==> src/rtl/ccr_ctrl.sv <==
// Condition-code write sequencer: arbitrates restore / carry / ALU flag writes into one
// registered write command and keeps a LIFO shadow stack of flag snapshots.
module ccr_ctrl #(
    parameter int DEPTH = 4
) (
    input  logic                     clk,
    input  logic                     rst,
    input  logic                     alu_valid,
    input  logic [3:0]               alu_flags,
    input  logic [3:0]               alu_mask,
    input  logic                     setc,
    input  logic                     clrc,
    input  logic                     int_save,
    input  logic                     rti_restore,
    input  logic                     err_clr,
    input  logic [3:0]               ccr_q,
    output logic [3:0]               ccr_flags,
    output logic [3:0]               ccr_mask,
    output logic                     ccr_en,
    output logic [$clog2(DEPTH):0]   stk_cnt,
    output logic                     stk_full,
    output logic                     stk_empty,
    output logic                     stk_err
);

    localparam int AW = $clog2(DEPTH);
    localparam int CW = AW + 1;

    logic [3:0]    stack [DEPTH];
    logic [CW-1:0] cnt;
    logic [AW-1:0] top_idx;
    logic [AW-1:0] push_idx;
    logic [3:0]    eff;
    logic          empty;
    logic          full;
    logic          pop_ok;
    logic          push_ok;
    logic          err_set;
    logic          wr_en_p0;
    logic [3:0]    wr_flags_p0;
    logic [3:0]    wr_mask_p0;

    assign empty    = (cnt == '0);
    assign full     = (cnt == CW'(DEPTH));
    assign top_idx  = AW'(cnt - CW'(1));
    assign push_idx = AW'(cnt);

    // Flags as the register will hold them once the in-flight write lands; a save
    // must see this, not the stale ccr_q.
    assign eff = ccr_en ? ((ccr_flags & ccr_mask) | (ccr_q & ~ccr_mask)) : ccr_q;

    assign pop_ok  = rti_restore & ~empty;
    assign push_ok = int_save & ~rti_restore & ~full;
    assign err_set = (rti_restore & empty) | (int_save & rti_restore) | (int_save & full);

    always_comb begin
        wr_en_p0    = 1'b0;
        wr_flags_p0 = ccr_flags;
        wr_mask_p0  = ccr_mask;
        if (pop_ok) begin
            wr_en_p0    = 1'b1;
            wr_flags_p0 = stack[top_idx];
            wr_mask_p0  = 4'b1111;
        end else if (setc | clrc) begin
            wr_en_p0    = 1'b1;
            wr_flags_p0 = clrc ? 4'b0000 : 4'b0100;
            wr_mask_p0  = 4'b0100;
        end else if (alu_valid && (alu_mask != 4'b0000)) begin
            wr_en_p0    = 1'b1;
            wr_flags_p0 = alu_flags;
            wr_mask_p0  = alu_mask;
        end
    end

    // p0 -> p1: registered write command to the flag register
    always_ff @(posedge clk) begin
        if (rst) begin
            ccr_en    <= 1'b0;
            ccr_flags <= 4'b0000;
            ccr_mask  <= 4'b0000;
        end else begin
            ccr_en    <= wr_en_p0;
            ccr_flags <= wr_flags_p0;
            ccr_mask  <= wr_mask_p0;
        end
    end

    always_ff @(posedge clk) begin
        if (rst) begin
            cnt     <= '0;
            stk_err <= 1'b0;
        end else begin
            if (push_ok) begin
                cnt <= cnt + CW'(1);
            end else if (pop_ok) begin
                cnt <= cnt - CW'(1);
            end
            if (err_set) begin
                stk_err <= 1'b1;
            end else if (err_clr) begin
                stk_err <= 1'b0;
            end
        end
    end

    // Storage is deliberately left out of reset; only the pointer defines validity.
    always_ff @(posedge clk) begin
        if (!rst && push_ok) begin
            stack[push_idx] <= eff;
        end
    end

    assign stk_cnt   = cnt;
    assign stk_full  = full;
    assign stk_empty = empty;

endmodule

==> config.mk <==
export PLATFORM = sky130hd
export DESIGN_NAME = ccr_ctrl
export DESIGN_NICKNAME = d
export VERILOG_FILES = /design/src/rtl/ccr_ctrl.sv
export SDC_FILE = /design/constraint.sdc
export NUM_CORES = 1
export LEC_CHECK = 0
export CORE_UTILIZATION = 44
export CTS_CLUSTER_DIAMETER = 150
export DETAILED_ROUTE_END_ITERATION = 10
export GPL_ROUTABILITY_DRIVEN = 0
export PLACE_DENSITY = 0.83
export SLEW_MARGIN = 20
export SYNTH_ARGS = -nofsm -noshare
export SYNTH_HDL_FRONTEND = slang
export SYNTH_SLANG_ARGS = --single-unit
==> constraint.sdc <==
create_clock -name clk -period 2 [get_ports clk]
set_input_delay 0.3 -clock clk [delete_from_list [all_inputs] [get_ports clk]]
set_output_delay 0.3 -clock clk [all_outputs]
set_load 0.1 [all_outputs]
=== After elaboration in Yosys (flattened, before gate mapping) ===
Memories as Yosys holds them, arrays and structs flattened.
Cells that the tools add are included.

* Latch bits: 0
* Bits in registers: 13
* Word-level logic and storage cells: 50
* RAM bits: 16
* Memories kept: 1
* Input port bits: 20
* Bits in read-only memories: 0
* Output and inout port bits: 15

* Divide/modulo/power cells: 0
* Add/subtract/negate cells: 2
* Reduce and logical (&&, ||, !) cells: 8
* Order comparisons: 0
* Equal/unequal tests: 1
* Muxes and demuxes: 17
* $mul: 0
* Shift-type cells: 0
* Bitwise gates (word level): 16

{| class="wikitable"
|+ Memory list
! name !! depth !! bits a word !! read ports !! clocked after Yosys merged registers in !! wr ports !! RTL line !! RTL
|-
| stack || 4 || 4 || 1 || 0 || 1 || 29 || <nowiki>logic [3:0] stack [DEPTH];</nowiki>
|}

{| class="wikitable"
|+ Operators with widths
! kind !! number
|-
| $mux 4 || 7
|-
| $mux 3 || 3
|-
| $and 4x4->4 || 2
|-
| $mux 1 || 7
|-
| $and 1x1->1 || 6
|-
| $not 4->4 || 1
|-
| $or 4x4->4 || 1
|-
| $reduce_bool 2->1 || 2
|-
| $reduce_bool 4->1 || 1
|-
| $add 3x1->3 const B || 1
|-
| $eq 3x3->1 const B || 1
|-
| $logic_not 3->1 || 1
|-
| $not 1->1 || 3
|-
| $or 1x1->1 || 3
|-
| $reduce_bool 3->1 || 1
|-
| $sub 3x1->3 const B || 1
|-
| $logic_and 1x1->1 || 2
|-
| $logic_not 1->1 || 1
|}

=== Depth between registers and ports, before layout ===
* Word-level depth: 6
* Mapped depth: 8
* Gate-level depth less buffers: 6

=== Worst setup path after synthesis ===
OpenSTA, ideal clock, no wires.

* Path kind: register -> register
* From: reg cnt[0] (netlist: stk_cnt[0])
* To: reg ccr_flags[1]
* Library setup time: 0.086 ns
* Arrival time: 3.098 ns
* Buffers on the path: 2
* Period minus slack after synthesis: 3.184 ns
* Path slack: -1.184 ns
* Stages on the path, launching flop included: 9
* Data required time: 1.914 ns
* Cell sequence: dfxtp_1 > buf_2 > inv_1 > ha_1 > ha_1 > nand2b_1 > buf_2 > and3_2 > a221oi_2

* Cells in the longest elaborated chain, start to end: 4
* Elaborated cells on any way between the ends: 7
* Classes of those cells: add/sub: 1; mux: 1; bitwise: 2; reduce/logical: 2; memory: 1

{| class="wikitable"
|+ RTL lines
! what !! RTL line !! RTL
|-
| from (decl) || 30 || <nowiki>logic [CW-1:0] cnt;</nowiki>
|-
| from (signal assigned) || 94 || <nowiki>cnt <= cnt + CW'(1);</nowiki>
|-
| from (signal assigned) || 96 || <nowiki>cnt <= cnt - CW'(1);</nowiki>
|-
| $logic_not 3->1 (*) || 43 || <nowiki>assign empty = (cnt == '0);</nowiki>
|-
| named net stk_empty || 22 || <nowiki>output logic stk_empty,</nowiki>
|-
| $not 1->1 (*) || 52 || <nowiki>assign pop_ok = rti_restore & ~empty;</nowiki>
|-
| $and 1x1->1 (*) || 52 ||
|-
| $reduce_bool 3->1 (no source line) or $mux 4 (tied branches) || n/a ||
|-
| to (signal assigned) || 83 || <nowiki>ccr_flags <= wr_flags_p0;</nowiki>
|-
| to (decl) || 17 || <nowiki>output logic [3:0] ccr_flags,</nowiki>
|}

The timed path passes the listed nets; every way through them passes the cells marked *.
A chain may end at the register's enable or synchronous reset.

=== Worst setup path after layout ===
* From: reg cnt[0] (netlist: stk_cnt[0])
* To: mem stack[3][3] (enable)

* Cells in the longest elaborated chain, start to end: 6

{| class="wikitable"
|+ RTL lines
! what !! RTL line !! RTL
|-
| $eq 3x3->1 || 44 || <nowiki>assign full = (cnt == CW'(DEPTH));</nowiki>
|-
| $not 1->1 || 53 || <nowiki>assign push_ok = int_save & ~rti_restore & ~full;</nowiki>
|-
| $and 1x1->1 || 53 ||
|-
| $logic_and 1x1->1 || 108 || <nowiki>if (!rst && push_ok) begin</nowiki>
|-
| $mux 1 || 108 ||
|-
| $mux 1 (not written as such) || 109 || <nowiki>stack[push_idx] <= eff;</nowiki>
|-
| to (decl) || 29 ||
|}

Parallel ways exist; a longest one is shown, timed or not.

==> impl_metrics.ini <==
[clock_network]
htree_num_levels = 2
hold_buffers = 0
post_cts_buffers = 0
cts.repair.resized = 0
cts_tree = built
clockBufferDepth = 2
clkTransAtPathRegs_ns = 0.10
clock_sinks = 29
cts-root-buf = clkbuf_4
numCtsBuffers = 5
clk_latency_ns = 0.33

[critical_path]
crit_required_ns = 2.00
crit_type = register to register
cp_max_fo = 9
crit_path_start_kind = register
path_cells = inv_4 > ha_1 > a21oi_2 > nand2_1 > nor3b_2
path_buf_inv = 1
slowest_delay_ns = 0.45
slowest_stage = dfxtp_4
cpLargestDelayFamily = simple AND/OR/NAND/NOR gates
worstPathArrival_ns = 1.88
worstSetupEndpointType = register

[drt]
drtIter0Drc = 95
drt-wirelength-per-cell_microns = 16.4
vias_per_cell = 5.38
drtAntennaViolNets = 0
finalWirelength_mm = 3.41
drc_errors = 0
vias = 1119
drt_first_pass_iters = 4

[timing]
hold_ws_ns = 0.494
slew_violations = 0
finalCritPeriodShare_pct = 94.0
tightest_slew_ns = 0.657
finalHoldViolations = 0
fin_crit_ns = 1.88
max_freq_mhz = 532
skew_ns = 0.0133
tns_ns = 0
rsz0062_at_grt = false
max_slew_margin_pct = 55.8
setup-violations-final = 0

[flow_run]
cap_violations = 0

[synth]
synth-main-ff-cell = edfxtp_1
netlist_instances = 122
syn-cell-area_sq_um = 1420
ys_seq_area_share_pct = 52.2
synth_compound_area_share_pct = 17.5
synthAdderAreaFrac_pct = 5.29
synth_xor_area_share_pct = 0
synth_edf_count = 16
synth_seq_cells = 29
synthSimpleGateAreaFrac_pct = 12.9
ys_async_sr_fraction_pct = 0
avgSynthCellArea_sq_um = 11.6
synth_top_family_by_area = compound AO/OA/AOI/OAI gates
synth_cell_types = 33
syn-num-nets = 148
synthMuxAreaShare_pct = 7.14
yosysWarnings = 0

[final_layout]
syn_to_final_growth_pct = 39.0
drive_above_1_share_pct = 32.3
final_nets = 189
fin_util_pct = 64.6
final_cell_mix = 20 x buf_4, 19 x clkdlybuf4s50_1, 16 x edfxtp_1
fill_cells = 251
n_antenna_cell = 0
fin_area_sq_um = 1970
post_layout_nonfiller_instances = 208
final_common_cell = buf_4

[floorplanning]
io_pins = 35
fp-row-count = 20
core_sq_um = 3050
die_h_microns = 58.8
die_x_microns = 58.8
dieArea_sq_um = 3460
start_util_pct = 46.5

[power]
ir_drop_v = 0.00185
p_leak_nw = 0.718
p_per_area_nw_per_um2 = 1540

[global_route]
grt_max_degree = 13
grt.total_usage_pct = 21.8
grt_overflow = 0
grt_pass1_wl_mm = 5.38
grt_pass1_vias = 1098
antenna_found_initial = 0

[place]
placed_cell_area_sq_um = 1890
port_buffers = 34
place_hpwl_mm = 2.66
placed_cells = 200

[min_path]
hold_path.class = register to register

[outcome]
outcome = completed
==> stage by stage <==
stage | total power, mW | setup slack (ns)
final | 3.03 | 0.120
after global routing | 3.16 | 0.0284
after CTS | 3.04 | 0.115
after detailed placement | 2.56 | 0.0613
after global placement | 2.53 | 0.137
after floorplan | 2.17 | 0.0232
==> power by group <==
| part | switching, mW | internal [mW] | leakage (nW) | total, mW |
|---|---|---|---|---|
| logic | 1.13 | 0.592 | 0.426 | 1.72 |
| registers | 0.101 | 0.736 | 0.254 | 0.837 |
| clock network | 0.209 | 0.259 | 0.0389 | 0.467 |
| total | 1.44 | 1.59 | 0.718 | 3.03 |
==> metal layers <==
metal	GRT usage, %	vias up	part of all wire (%)
met5	0	-	0
met4	6.12	0	0.94
met3	6.59	4	7.3
met2	37.5	56	49
met1	26.5	519	43
li1	-	540	-
==> layout make-up <==
type | instances | area (sq um) | area share (%)
Clock inverter | 3 | 41.3 | 2.09
Tap cell | 44 | 55.1 | 2.79
Inverter | 10 | 40.0 | 2.03
Timing Repair Buffer | 41 | 380 | 19.3
Multi-Input combinational cell | 76 | 668 | 33.9
Sequential cell | 29 | 749 | 38.0
Clock buffer | 5 | 37.5 | 1.90
==> worst register-to-register path: cells and delay by family (launching register included) <==
family	cells	cell delay, ns
compound gates	1	0.24
buf+inv	1	0.07
simple gates	2	0.56
fa+ha+maj	1	0.25
flops	1	0.45
==> sequential cells by signal (all words and copies together) (netlist names) <==
name	cells
ccr_flags	4
ccr_en	1
stk_err	1
ccr_mask	4
stk_cnt	3
stack	16
==> cell usage after synthesis, types with 2 or more instances <==
library cell | count | area, sq um
edfxtp_1 | 16 | 480
nand2_1 | 15 | 56.3
dfxtp_1 | 13 | 260
inv_1 | 10 | 37.5
a21oi_1 | 7 | 35.0
ha_1 | 6 | 75.1
nor2_1 | 6 | 22.5
a221oi_2 | 4 | 60.1
a31oi_1 | 4 | 25.0
buf_2 | 4 | 20.0
mux4_2 | 4 | 90.1
nor3b_1 | 4 | 30.0
o21ai_0 | 4 | 20.0
nand4_1 | 3 | 18.8
clkbuf_1 | 2 | 7.51
nand2b_1 | 2 | 12.5
o211ai_1 | 2 | 15.0
==> path summary, 6_finish.rpt <==
kind                                   start            to  slack, ns  cells after the start
worst max-delay path              stk_cnt[0]   stack[3][3]       0.12                      5
worst min-delay path            ccr_flags[2]  ccr_flags[2]       0.49                      2
worst max register to register    stk_cnt[0]   stack[3][3]       0.12                      5
worst min register to register  ccr_flags[2]  ccr_flags[2]       0.49                      2
==> cells by family after synthesis <==
kind of cell,after synthesis
compound gates,29
flops,29
mux,5
fa+ha+maj,6
buf+inv,17
simple gates,36
Note: power is estimated with default switching activity, not from simulation.
